<file path="src/rtl/dec_pkg.sv">
`default_nettype none
// ============================================================================
// Module   : dec_pkg
// Purpose  : Shared state encoding, mode constants and one-hot helper for
//            the dec_n_seq select/strobe generator.
// Revision : 1.0 - initial release
// ============================================================================
package dec_pkg;

  typedef enum logic [1:0] {
    ST_IDLE  = 2'd0,
    ST_HOLD  = 2'd1,
    ST_SWEEP = 2'd2
  } state_t;

  localparam logic c_MODE_HOLD  = 1'b0;
  localparam logic c_MODE_SWEEP = 1'b1;
  localparam int   c_MAX_N      = 8;

  // Full-width result; callers keep the low 2**N bits.
  function automatic logic [(2**c_MAX_N)-1:0] onehot(input logic [c_MAX_N-1:0] idx);
    onehot      = '0;
    onehot[idx] = 1'b1;
  endfunction

endpackage
`default_nettype wire

</file>
<file path="src/rtl/dec_onehot.sv">
`default_nettype none
// ============================================================================
// Module   : dec_onehot
// Purpose  : Combinational N-to-2^N one-hot decoder with enable.
// Revision : 1.0 - initial release
// ============================================================================
module dec_onehot
  import dec_pkg::*;
#(
  parameter int N = 3
) (
  input  logic [N-1:0]      i_idx,
  input  logic              i_en,
  output logic [2**N-1:0]   o_y
);

  localparam int c_W = 2**N;

  assign o_y = i_en ? c_W'(onehot(8'(i_idx))) : '0;

endmodule
`default_nettype wire

</file>
<file path="src/rtl/dec_n_seq.sv">
`default_nettype none
// ============================================================================
// Module   : dec_n_seq
// Purpose  : Registered N-to-2^N one-hot decoder with load/hold/sweep modes.
//            Macro DEC_SWEEP_EN enables the walking-one sweep and wrap pulse.
// Revision : 1.0 - initial release
// ============================================================================
module dec_n_seq
  import dec_pkg::*;
#(
  parameter int N = 3
) (
  input  logic              clk,
  input  logic              rst,
  input  logic              en,
  input  logic              load,
  input  logic              stop,
  input  logic              mode,
  input  logic              dir,
  input  logic [N-1:0]      a,
  output logic [2**N-1:0]   y,
  output logic [N-1:0]      idx,
  output logic              wrap,
  output logic              busy
);

  state_t              r_state;
  state_t              w_state_nxt;
  logic [N-1:0]        r_idx;
  logic [N-1:0]        w_idx_nxt;
  logic [2**N-1:0]     r_y;
  logic [2**N-1:0]     w_y_nxt;
  logic                r_wrap;
  logic                w_wrap_nxt;
  logic                r_busy;
  logic                w_dec_en;

  always_comb begin
    w_state_nxt = r_state;
    w_idx_nxt   = r_idx;
    w_dec_en    = 1'b0;
    w_wrap_nxt  = 1'b0;
    if (stop) begin
      w_state_nxt = ST_IDLE;
    end else if (load) begin
      w_idx_nxt = a;
      w_dec_en  = en;
`ifdef DEC_SWEEP_EN
      w_state_nxt = (mode == c_MODE_SWEEP) ? ST_SWEEP : ST_HOLD;
`else
      w_state_nxt = ST_HOLD;
`endif
    end else begin
      case (r_state)
        ST_HOLD: w_dec_en = en;
`ifdef DEC_SWEEP_EN
        ST_SWEEP: begin
          if (en) begin
            w_dec_en = 1'b1;
            if (dir) begin
              w_idx_nxt  = r_idx - 1'b1;
              w_wrap_nxt = (r_idx == '0);
            end else begin
              w_idx_nxt  = r_idx + 1'b1;
              w_wrap_nxt = (r_idx == '1);
            end
          end
        end
`endif
        default: ;
      endcase
    end
`ifndef DEC_SWEEP_EN
    // mode/dir have no effect in this build; folded into a constant zero.
    w_wrap_nxt = 1'b0 & mode & dir;
`endif
  end

  dec_onehot #(.N(N)) u_dec (
    .i_idx (w_idx_nxt),
    .i_en  (w_dec_en),
    .o_y   (w_y_nxt)
  );

  always_ff @(posedge clk) begin
    if (rst) begin
      r_state <= ST_IDLE;
      r_idx   <= '0;
      r_y     <= '0;
      r_wrap  <= 1'b0;
      r_busy  <= 1'b0;
    end else begin
      r_state <= w_state_nxt;
      r_idx   <= w_idx_nxt;
      r_y     <= w_y_nxt;
      r_wrap  <= w_wrap_nxt;
      r_busy  <= (w_state_nxt != ST_IDLE);
    end
  end

  assign y    = r_y;
  assign idx  = r_idx;
  assign wrap = r_wrap;
  assign busy = r_busy;

endmodule
`default_nettype wire

</file>
<file path="config.mk">
export PLATFORM = sky130hd
export DESIGN_NAME = dec_n_seq
export DESIGN_NICKNAME = d
export VERILOG_FILES = /design/src/rtl/dec_pkg.sv /design/src/rtl/dec_onehot.sv /design/src/rtl/dec_n_seq.sv
export SDC_FILE = /design/constraint.sdc
export NUM_CORES = 1
export LEC_CHECK = 0
export BUFFER_PORTS_ARGS = -buffer_cell sky130_fd_sc_hd__buf_2
export CAP_MARGIN = 15
export CORE_MARGIN = 2
export CORE_UTILIZATION = 41
export DETAILED_ROUTE_END_ITERATION = 12
export PLACE_DENSITY = 0.71
export SLEW_MARGIN = 40
export SYNTH_ARGS = -nofsm -noshare
export SYNTH_HDL_FRONTEND = slang
export SYNTH_HIERARCHICAL = 1
export SYNTH_SLANG_ARGS = --single-unit
</file>
<file path="constraint.sdc">
create_clock -name clk -period 1.1 [get_ports clk]
set_input_delay 0.11 -clock clk [delete_from_list [all_inputs] [get_ports clk]]
set_output_delay 0.11 -clock clk [all_outputs]
set_load 0.02 [all_outputs]
</file>
==> results of run 1 <==
layout by cell type (no fill, tap or decap), types with 7 or more instances in the layout:
cell,count
buf_2,19
buf_4,7
nor2b_1,7
dfxtp_1,10
kinds of logic after synthesis:
group / Yosys count / share of synthesized area, %
AO/OA/AOI/OAI: 4 / 4.06
buffers and inverters: 3 / 2.44
flip-flops: 14 / 45.5
multiplexers: 3 / 7.32
other: 1 / 0.609
AND/OR/NAND/NOR: 29 / 40.0
stage by stage:
| stage | area [um2] | util, % | total power [uW] | hold slack (ns) |
|---|---|---|---|---|
| finish | 828 | 61.4 | 975 | 0.0978 |
| CTS | 796 | 58.9 | 970 | 0.0942 |
| floorplan | 622 | - | 615 | 0.182 |
| global route | 828 | 61.4 | 1020 | 0.112 |
| global placement | 769 | 57.0 | 664 | 0.400 |
| detailed placement | 769 | 57.0 | 666 | 0.396 |
power breakdown:
group          leakage (uW)  total (uW)  internal [uW]  switching [uW]
clock             0.0000150         310            141             169
sequential         0.000115         522            517            4.90
combinational      0.000252         143           70.5            72.5
total              0.000382         975            729             247
flip-flops by register name, summed over array words and instances, names as in the netlist:
signal / count
idx: 3
r_state: 2
y: 8
busy: 1
metal layers:
| metal | wire length [um] | global-route usage, % | vias to the layer above |
|---|---|---|---|
| met5 | 0 | 0 | - |
| met4 | 25 | 9.38 | 0 |
| met3 | 69 | 3.83 | 3 |
| met2 | 539 | 22.4 | 17 |
| met1 | 524 | 16.7 | 212 |
| li1 | - | - | 250 |
worst paths after layout:
path / from / end
setup / recovery: r_state[0] / y[1]
hold / removal: a[2] / idx[2]
setup reg to reg: r_state[0] / y[1]
hold reg to reg: idx[1] / idx[1]
final cells by class:
cell class	instances	share of cell area [%]
Multi-Input combinational cell	37	41.5
Sequential cell	14	34.7
Timing Repair Buffer	26	17.8
Clock buffer	4	3.17
Tap cell	15	2.27
Inverter	1	0.453
timing repair:
action / in CTS / in global routing
setup buffers: 0 / 1
endpoints found under the setup margin: 8 / 8
pin swaps: 2 / 3
gates resized for setup: 0 / 6
critical path: stages (launching register included):
cell      delay, ns
dfxtp_2        0.33
nor2b_4        0.12
o211a_4        0.27
and4bb_2       0.24
nor2b_4        0.12
==> key figures, run 1 <==
Detailed routing
  – Routed WL: 1.16 mm
  – DR DRC count: 0
  – Via Count: 482
  – 1st-iter DRT viols: 3
  – DR pass1 iterations: 3
  – Post-DR vias/cell: 4.97
  – Wire length per cell: 11.9 um
  – ANT nets after route: 0

Finish
  – Multi-input gate area: 344 um2
  – Synth-to-Final Area Change: 34.6%
  – N_diodes: 0
  – Fin nets: 93
  – Share of layout cells above drive strength 1: 58.5%
  – FF/Latch Area: 288 um2
  – Fillcell total: 119
  – Final Non-Filler Cells: 97

Global routing
  – Vias in the first global route: 457
  – GRT Util Overall: 14.2%
  – First-pass GRT wire length: 1.92 mm
  – Initial antenna violation count: 0
  – Total grt overflow: 0
  – Largest net degree at the start of global routing: 18

Setup path
  – Crit path kind: reg2reg
  – Worst Setup Start Kind: flop
  – Critical Path AT: 1.36 ns
  – Setup slack, reg-to-reg: -0.09 ns
  – Worst R2R Path Depth: 4
  – Maximum fanout along the worst path: 8
  – Worst setup EP type: flop
  – Worst EP required: 1.27 ns

CTS
  – Root Buffer: clkbuf_4
  – Clk_lat worst skew: 0.29 ns
  – H-tree lvl count: 1
  – CTS Buffer Depth: 2
  – Clock buffer count from CTS: 3
  – Worst-path clk slew: 0.09 ns
  – Clk sink count: 14
  – Post-CTS Hold Fix Bufs: 0
  – CTS tree: built

Synthesis
  – Post-synthesis register bit count: 14
  – Ys async rst share: 0%
  – Syn_nets: 64
  – Synthesized area per cell: 11.4 um2
  – EDFF count, synth: 0
  – Synthesized area: 616 um2
  – Netlist cell types: 19
  – Synth top cells by count: 14 x dfxtp_1, 9 x nor2b_1
  – Ys Warns: 6
  – Register area share after synthesis: 45.5%
  – Top_reg_cell synth: dfxtp_1
  – Leading area contributor after synthesis: dfxtp_1
  – Area contributors post-synth: dfxtp_1 46%, nor2b_1 9.1%, mux2_4 7.3%, and4bb_2 6.1%, and4b_2 5.5%
  – Synthesized instance count: 54
  – Count leader, synth: dfxtp_1
  – Post-synth top area share: 45.5%

Timing
  – Worst setup margin: -0.0938 ns
  – Fmax: 838 MHz
  – Slew Limit Fails: 0
  – Hold Vio Cnt, Final: 0
  – Crit share post-route: 109%
  – Clock skew after layout: 0.0120 ns
  – RSZ-0062 raised after global routing: true
  – Fin crit period: 1.19 ns
  – Setup_tns: -0.497 ns
  – Final setup viols: 8

Floorplan
  – Die Width: 42.8 um
  – Row cnt: 13
  – Core box area: 1350 um2
  – IO Count: 23
  – Die Area: 1830 um2
  – Effective utilization at floorplan: 45.6%
  – Die Ht: 42.8 um

Hold path
  – Worst hold path depth: 3
  – Worst Hold Class: in2reg

Pwr
  – P_leak: 0.000382 uW
  – Pwr Density: 1180 nW/um2
  – VDD IR max: 0.000493 V

Flow run
  – Max-cap violations: 0

Status
  – Failing checks: setup timing
  – Status: complete, but fails checks

Placed design
  – # placed instances: 92
  – GPL Wtd Cong: 0.739
  – Port Buffers: 19
  – DP HPWL: 781 um
  – Setup WS pre-CTS: -0.169 ns
Note: power is estimated with default switching activity, not from simulation.
==> inputs of run 2 (changes only) <==
Settings changed: SKIP_CTS_REPAIR_TIMING set to 1, SKIP_LAST_GASP set to 1.
==> run 2 against run 1 <==
The run still ends with setup timing left; count of clock-buffer cells in the layout did not move; sequential share of layout area did not move; clock power barely moved; via count rose by 0.62%; combinational power barely moved; sequential power barely moved; clock skew barely moved; cell count did not move; critical path depth did not move; utilization did not move; largest power group unchanged.
==> key figures, run 2 (synthesis results as in run 1) <==
Detailed routing
  – Via Count: 485 (+0.62%)
  – Post-DR vias/cell: 5.00 (+0.62%)
  – DR pass1 iterations: 3 (unchanged)
  – Wire length per cell: 12.0 um (+0.26%)
  – Routed WL: 1.16 mm (+0.26%)
  – ANT nets after route: 0 (unchanged)
  – 1st-iter DRT viols: 3 (unchanged)
  – DR DRC count: 0 (unchanged)

Setup path
  – Maximum fanout along the worst path: 8 (unchanged)
  – CP cell instances: nor2b_4 -> o211a_4 -> and4bb_2 -> nor2b_4
  – Crit-path most repeated cell: nor2b_4
  – Crit. Startpoint: r_state[0]
  – Max incr delay on CP: 0.33 ns (about the same)
  – Crit path kind: reg2reg
  – Critical Path AT: 1.36 ns (about the same)
  – Crit path max-delay cell type: dfxtp_2
  – Worst EP required: 1.27 ns (about the same)
  – Worst setup EP type: flop
  – Worst Setup Start Kind: flop
  – R2r startpoint: r_state[0]

Timing
  – Final setup viols: 8 (unchanged)
  – Clock skew after layout: 0.0124 ns (+0.000354 ns)
  – RSZ-0062 raised after global routing: true
  – Crit share post-route: 109% (about the same)
  – Hold Vio Cnt, Final: 0 (unchanged)
  – Fin crit period: 1.19 ns (+0.000229 ns)
  – Slew Limit Fails: 0 (unchanged)
  – Setup_tns: -0.473 ns (+0.0237 ns)
  – WHS: 0.0973 ns (-0.000423 ns)
  – Fmax: 837 MHz (about the same)
  – Worst setup margin: -0.0941 ns (-0.000229 ns)

Floorplan
  – Die Ht: 42.8 um (unchanged)
  – Effective utilization at floorplan: 45.6% (unchanged)
  – Row cnt: 13 (unchanged)
  – IO Count: 23 (unchanged)
  – Core box area: 1350 um2 (unchanged)
  – Die Area: 1830 um2 (unchanged)
  – Die Width: 42.8 um (unchanged)

Finish
  – Multi-input gate area: 344 um2 (unchanged)
  – Final Non-Filler Cells: 97 (unchanged)
  – Fin nets: 93 (unchanged)
  – Fillcell total: 119 (unchanged)
  – Synth-to-Final Area Change: 34.6% (unchanged)
  – Share of layout cells above drive strength 1: 58.5% (unchanged)
  – N_diodes: 0 (unchanged)
  – Commonest cells after routing, fill and taps aside: 19 x buf_2, 10 x dfxtp_1, 7 x nor2b_1, 7 x buf_4
  – Final core occ: 61.4% (unchanged)
  – Most common cell after layout, fill and taps aside: buf_2
  – FF/Latch Area: 288 um2 (unchanged)
  – Largest register FFs: 8 (unchanged)

Placed design
  – GPL Wtd Cong: 0.739 (unchanged)
  – Setup WS pre-CTS: -0.169 ns (unchanged)
  – DP HPWL: 781 um (unchanged)
  – # placed instances: 92 (unchanged)
  – Port Buffers: 19 (unchanged)

Status
  – Failing checks: setup timing
  – Status: complete, but fails checks

Pwr
  – P_leak: 0.000382 uW (about the same)
  – Sequential Power Share: 53.5% (about the same)
  – Clock power frac: 31.8% (about the same)
  – Int Power: 729 uW (about the same)
  – Pwr Density: 1180 nW/um2 (about the same)
  – Switching share of power: 25.3% (+0.038 points)
  – Net Switching: 247 uW (+0.20%)
  – VDD IR max: 0.000493 V (about the same)
  – Combinational power share: 14.7% (about the same)

Global routing
  – Vias in the first global route: 457 (unchanged)
  – Initial antenna violation count: 0 (unchanged)
  – Total grt overflow: 0 (unchanged)
  – GRT Util Overall: 14.2% (unchanged)
  – First-pass GRT wire length: 1.92 mm (unchanged)
  – Largest net degree at the start of global routing: 18 (unchanged)

CTS
  – Root Buffer: clkbuf_4
  – Worst-path clk slew: 0.09 ns (about the same)
  – CTS Buffer Depth: 2 (unchanged)
  – H-tree lvl count: 1 (unchanged)
  – Clk_lat worst skew: 0.29 ns (about the same)
  – CTS tree: built
  – Clock buffer count from CTS: 3 (unchanged)
  – Clk sink count: 14 (unchanged)

Flow run
  – Max-cap violations: 0 (unchanged)

Hold path
  – Worst Hold Class: in2reg
  – Min-delay src: a[2]
-- run 2: cell counts in the layout (fill, tap and decap cells not counted) --
Identical to the previous run, type by type.
-- run 2: area by class of cell --
cell class	count	area share, %
Clock buffer	4	3.17
Timing Repair Buffer	26	17.8
Tap cell	15	2.27
Inverter	1	0.453
Sequential cell	14	34.7
Multi-Input combinational cell	37	41.5
-- run 2: final timing paths --
check	slack [ns]	cells after the start	end
max	-0.09	4	y[1]
min	0.1	3	idx[2]
max reg2reg	-0.09	4	y[1]
min reg2reg	0.49	2	idx[1]
-- run 2: power by group through the flow --
stage | Combinational (uW) | Clock, uW | Sequential, uW
global route | 156 | 341 | 523
finish | 143 | 311 | 522
CTS | 132 | 315 | 522
floorplan | 68.2 | 0 | 546
detailed placement | 132 | 0 | 534
global placement | 130 | 0 | 534
-- run 2: per-layer routing --
metal	track usage, %	part of all wire (%)
met1	16.7	46
met2	22.4	46
met3	3.83	5.9
met4	9.38	2.2
met5	0	0
-- run 2: per-stage QoR --
stage	cell area [um2]	power, uW
2_1_floorplan	622	615
3_3_place_gp	769	664
3_5_place_dp	769	666
4_1_cts	796	970
5_1_grt	828	1020
6_report	828	976
-- run 2: critical path, delay by kind of cell, from the launching register on --
family           cells  cell delay (ns)
AO/OA/AOI/OAI        1             0.27
flip-flops           1             0.33
AND/OR/NAND/NOR      3             0.48
==> inputs of run 3 (changes only) <==
Settings changed: CELL_PAD_IN_SITES_DETAIL_PLACEMENT set to 1, CELL_PAD_IN_SITES_GLOBAL_PLACEMENT set to 1, CORE_ASPECT_RATIO set to 0.75, CORE_UTILIZATION 41 to 31, CTS_BUF_LIST set to sky130_fd_sc_hd__clkbuf_16, PLACE_DENSITY 0.71 to not set, PLACE_DENSITY_LB_ADDON set to 0.1.
Clock period 1.1 ns to 1.05 ns, I/O delays scaled along.
==> run 3 against run 2 <==
The run still ends with setup timing left; sequential power is 5.4% higher; via count increased by 4.7%; flip-flop and latch count unchanged; cell area rose by 11%; worst hold slack gained 0.052 ns; clock skew decreased by 0.0097 ns; largest cell class unchanged; clock power grew 130%; non-clock buffer count grew 1; critical path depth is the same; highest routed layer unchanged.
==> key figures, run 3 (synthesis results as in run 1) <==
Pwr
  – Switching share of power: 21.2% (-4.1 points)
  – Pwr Density: 1550 nW/um2 (+32%)
  – VDD IR max: 0.00103 V (+110%)
  – Net Switching: 303 uW (+23%)
  – P_leak: 0.000413 uW (+8.1%)
  – Int Power: 1130 uW (+55%)
  – Clock power frac: 49.9% (+18 points)
  – Combinational power share: 11.6% (-3.1 points)
  – Sequential Power Share: 38.5% (-15 points)

CTS
  – H-tree lvl count: 1 (unchanged)
  – CTS tree: built
  – Clk_lat worst skew: 0.24 ns (-0.05 ns)
  – Clock buffer count from CTS: 3 (unchanged)
  – CTS Buffer Depth: 2 (unchanged)
  – Clk sink count: 14 (unchanged)
  – Root Buffer: clkbuf_16
  – Worst-path clk slew: 0.05 ns (-0.04 ns)

Global routing
  – Largest net degree at the start of global routing: 18 (unchanged)
  – GRT Util Overall: 13.0% (-1.3 points)
  – First-pass GRT wire length: 2.26 mm (+18%)
  – Total grt overflow: 0 (unchanged)
  – Vias in the first global route: 498 (+9.0%)
  – Initial antenna violation count: 0 (unchanged)

Finish
  – Most common cell after layout, fill and taps aside: buf_2
  – Commonest cells after routing, fill and taps aside: 19 x buf_2, 10 x dfxtp_1, 8 x buf_4, 5 x nor2b_4, 5 x nor2b_1
  – Final core occ: 51.0% (-10 points)
  – Share of layout cells above drive strength 1: 61.4% (+2.9 points)
  – Synth-to-Final Area Change: 49.6%
  – Largest register FFs: 8 (unchanged)
  – Finished Cell Area: 921 um2 (+11%)
  – Fin nets: 94 (+1.1%)
  – N_diodes: 0 (unchanged)

Detailed routing
  – DR pass1 iterations: 2 (-1)
  – Wire length per cell: 13.0 um (+8.7%)
  – Post-DR vias/cell: 4.84 (-3.2%)
  – Routed WL: 1.37 mm (+18%)
  – ANT nets after route: 0 (unchanged)
  – 1st-iter DRT viols: 2 (-1)
  – Via Count: 508 (+4.7%)
  – DR DRC count: 0 (unchanged)

Floorplan
  – Die Ht: 42.6 um (-0.37%)
  – Die Area: 2360 um2 (+29%)
  – IO Count: 23 (unchanged)
  – Row cnt: 13 (unchanged)
  – Die Width: 55.5 um (+30%)
  – Effective utilization at floorplan: 34.1% (-12 points)
  – Core box area: 1810 um2 (+34%)

Timing
  – Worst setup margin: -0.118 ns (-0.0244 ns)
  – RSZ-0062 raised after global routing: true
  – Clock skew after layout: 0.00260 ns (-0.00975 ns)
  – Final setup viols: 8 (unchanged)
  – WHS: 0.149 ns (+0.0518 ns)
  – Slew Limit Fails: 0 (unchanged)
  – Fin crit period: 1.17 ns (-0.0256 ns)
  – Hold Vio Cnt, Final: 0 (unchanged)
  – Fmax: 856 MHz (+2.2%)
  – Crit share post-route: 111% (+2.7 points)

Placed design
  – Setup WS pre-CTS: -0.218 ns (-0.0495 ns)
  – Dpl cell area: 793 um2 (+3.1%)
  – DP HPWL: 975 um (+25%)
  – Port Buffers: 19 (unchanged)
  – GPL Wtd Cong: 0.673 (-9.0%)

Setup path
  – Worst Setup Start Kind: flop
  – Worst EP required: 1.17 ns (-0.10 ns)
  – Crit path max-delay cell type: dfxtp_2
  – Critical Path AT: 1.29 ns (-0.07 ns)
  – Cell family with most CP delay: simple AND/OR/NAND/NOR gates
  – Buf/Inv on CP: 0 (unchanged)
  – CP cell instances: nor2b_4 -> o211a_4 -> and4bb_2 -> nor2b_4
  – Crit-path most repeated cell: nor2b_4
  – Max incr delay on CP: 0.31 ns (-0.02 ns)
  – Maximum fanout along the worst path: 8 (unchanged)
  – Crit path kind: reg2reg
  – Worst setup EP type: flop

Status
  – Status: complete, but fails checks
  – Failing checks: setup timing

Hold path
  – Worst Hold Class: in2reg

Flow run
  – Max-cap violations: 0 (unchanged)
## run 3: final cells by class
cell class                 count  area (um2)
fill                         200         885
multi-input combinational     37         368
sequential                    14         288
timing repair buffer          27         155
clock buffer                   3        75.1
tap                           22        27.5
clock inverter                 1        3.75
inverter                       1        3.75
## run 3: per-layer routing
layer,GRT usage (%),routed length [um],up-vias
met5,0,0,-
met4,7.32,28,0
met1,15.3,663,240
met2,19.3,595,13
li1,-,-,251
met3,6.17,80,4
## run 3: metrics by stage
| stage | power [uW] | setup TNS, ns | cells |
|---|---|---|---|
| 2_1_floorplan | 644 | -0.443 | 54 |
| 3_3_place_gp | 705 | -1.44 | 101 |
| 3_5_place_dp | 709 | -1.64 | 101 |
| 4_1_cts | 1440 | -1.08 | 105 |
| 5_1_grt | 1500 | -1.18 | 105 |
| 6_report | 1430 | -0.783 | 105 |
## run 3: final timing paths
check	startpoint	endpoint	slack, ns	cells past startpoint
setup / recovery	r_state[0]	y[4]	-0.12	4
hold / removal	a[0]	idx[0]	0.15	3
setup reg to reg	r_state[0]	y[4]	-0.12	4
hold reg to reg	idx[1]	idx[1]	0.60	3
## run 3: worst register-to-register path, stage by stage, from the launching register on
cell	delay (ns)
dfxtp_2	0.31
nor2b_4	0.12
o211a_4	0.28
and4bb_2	0.23
nor2b_4	0.12
## run 3: power by group through the flow
stage / clock network [uW] / registers [uW] / logic (uW)
2_1_floorplan: 0 / 572 / 71.5
5_1_grt: 773 / 550 / 180
3_5_place_dp: 0 / 559 / 150
3_3_place_gp: 0 / 559 / 146
4_1_cts: 738 / 549 / 151
6_report: 713 / 550 / 166
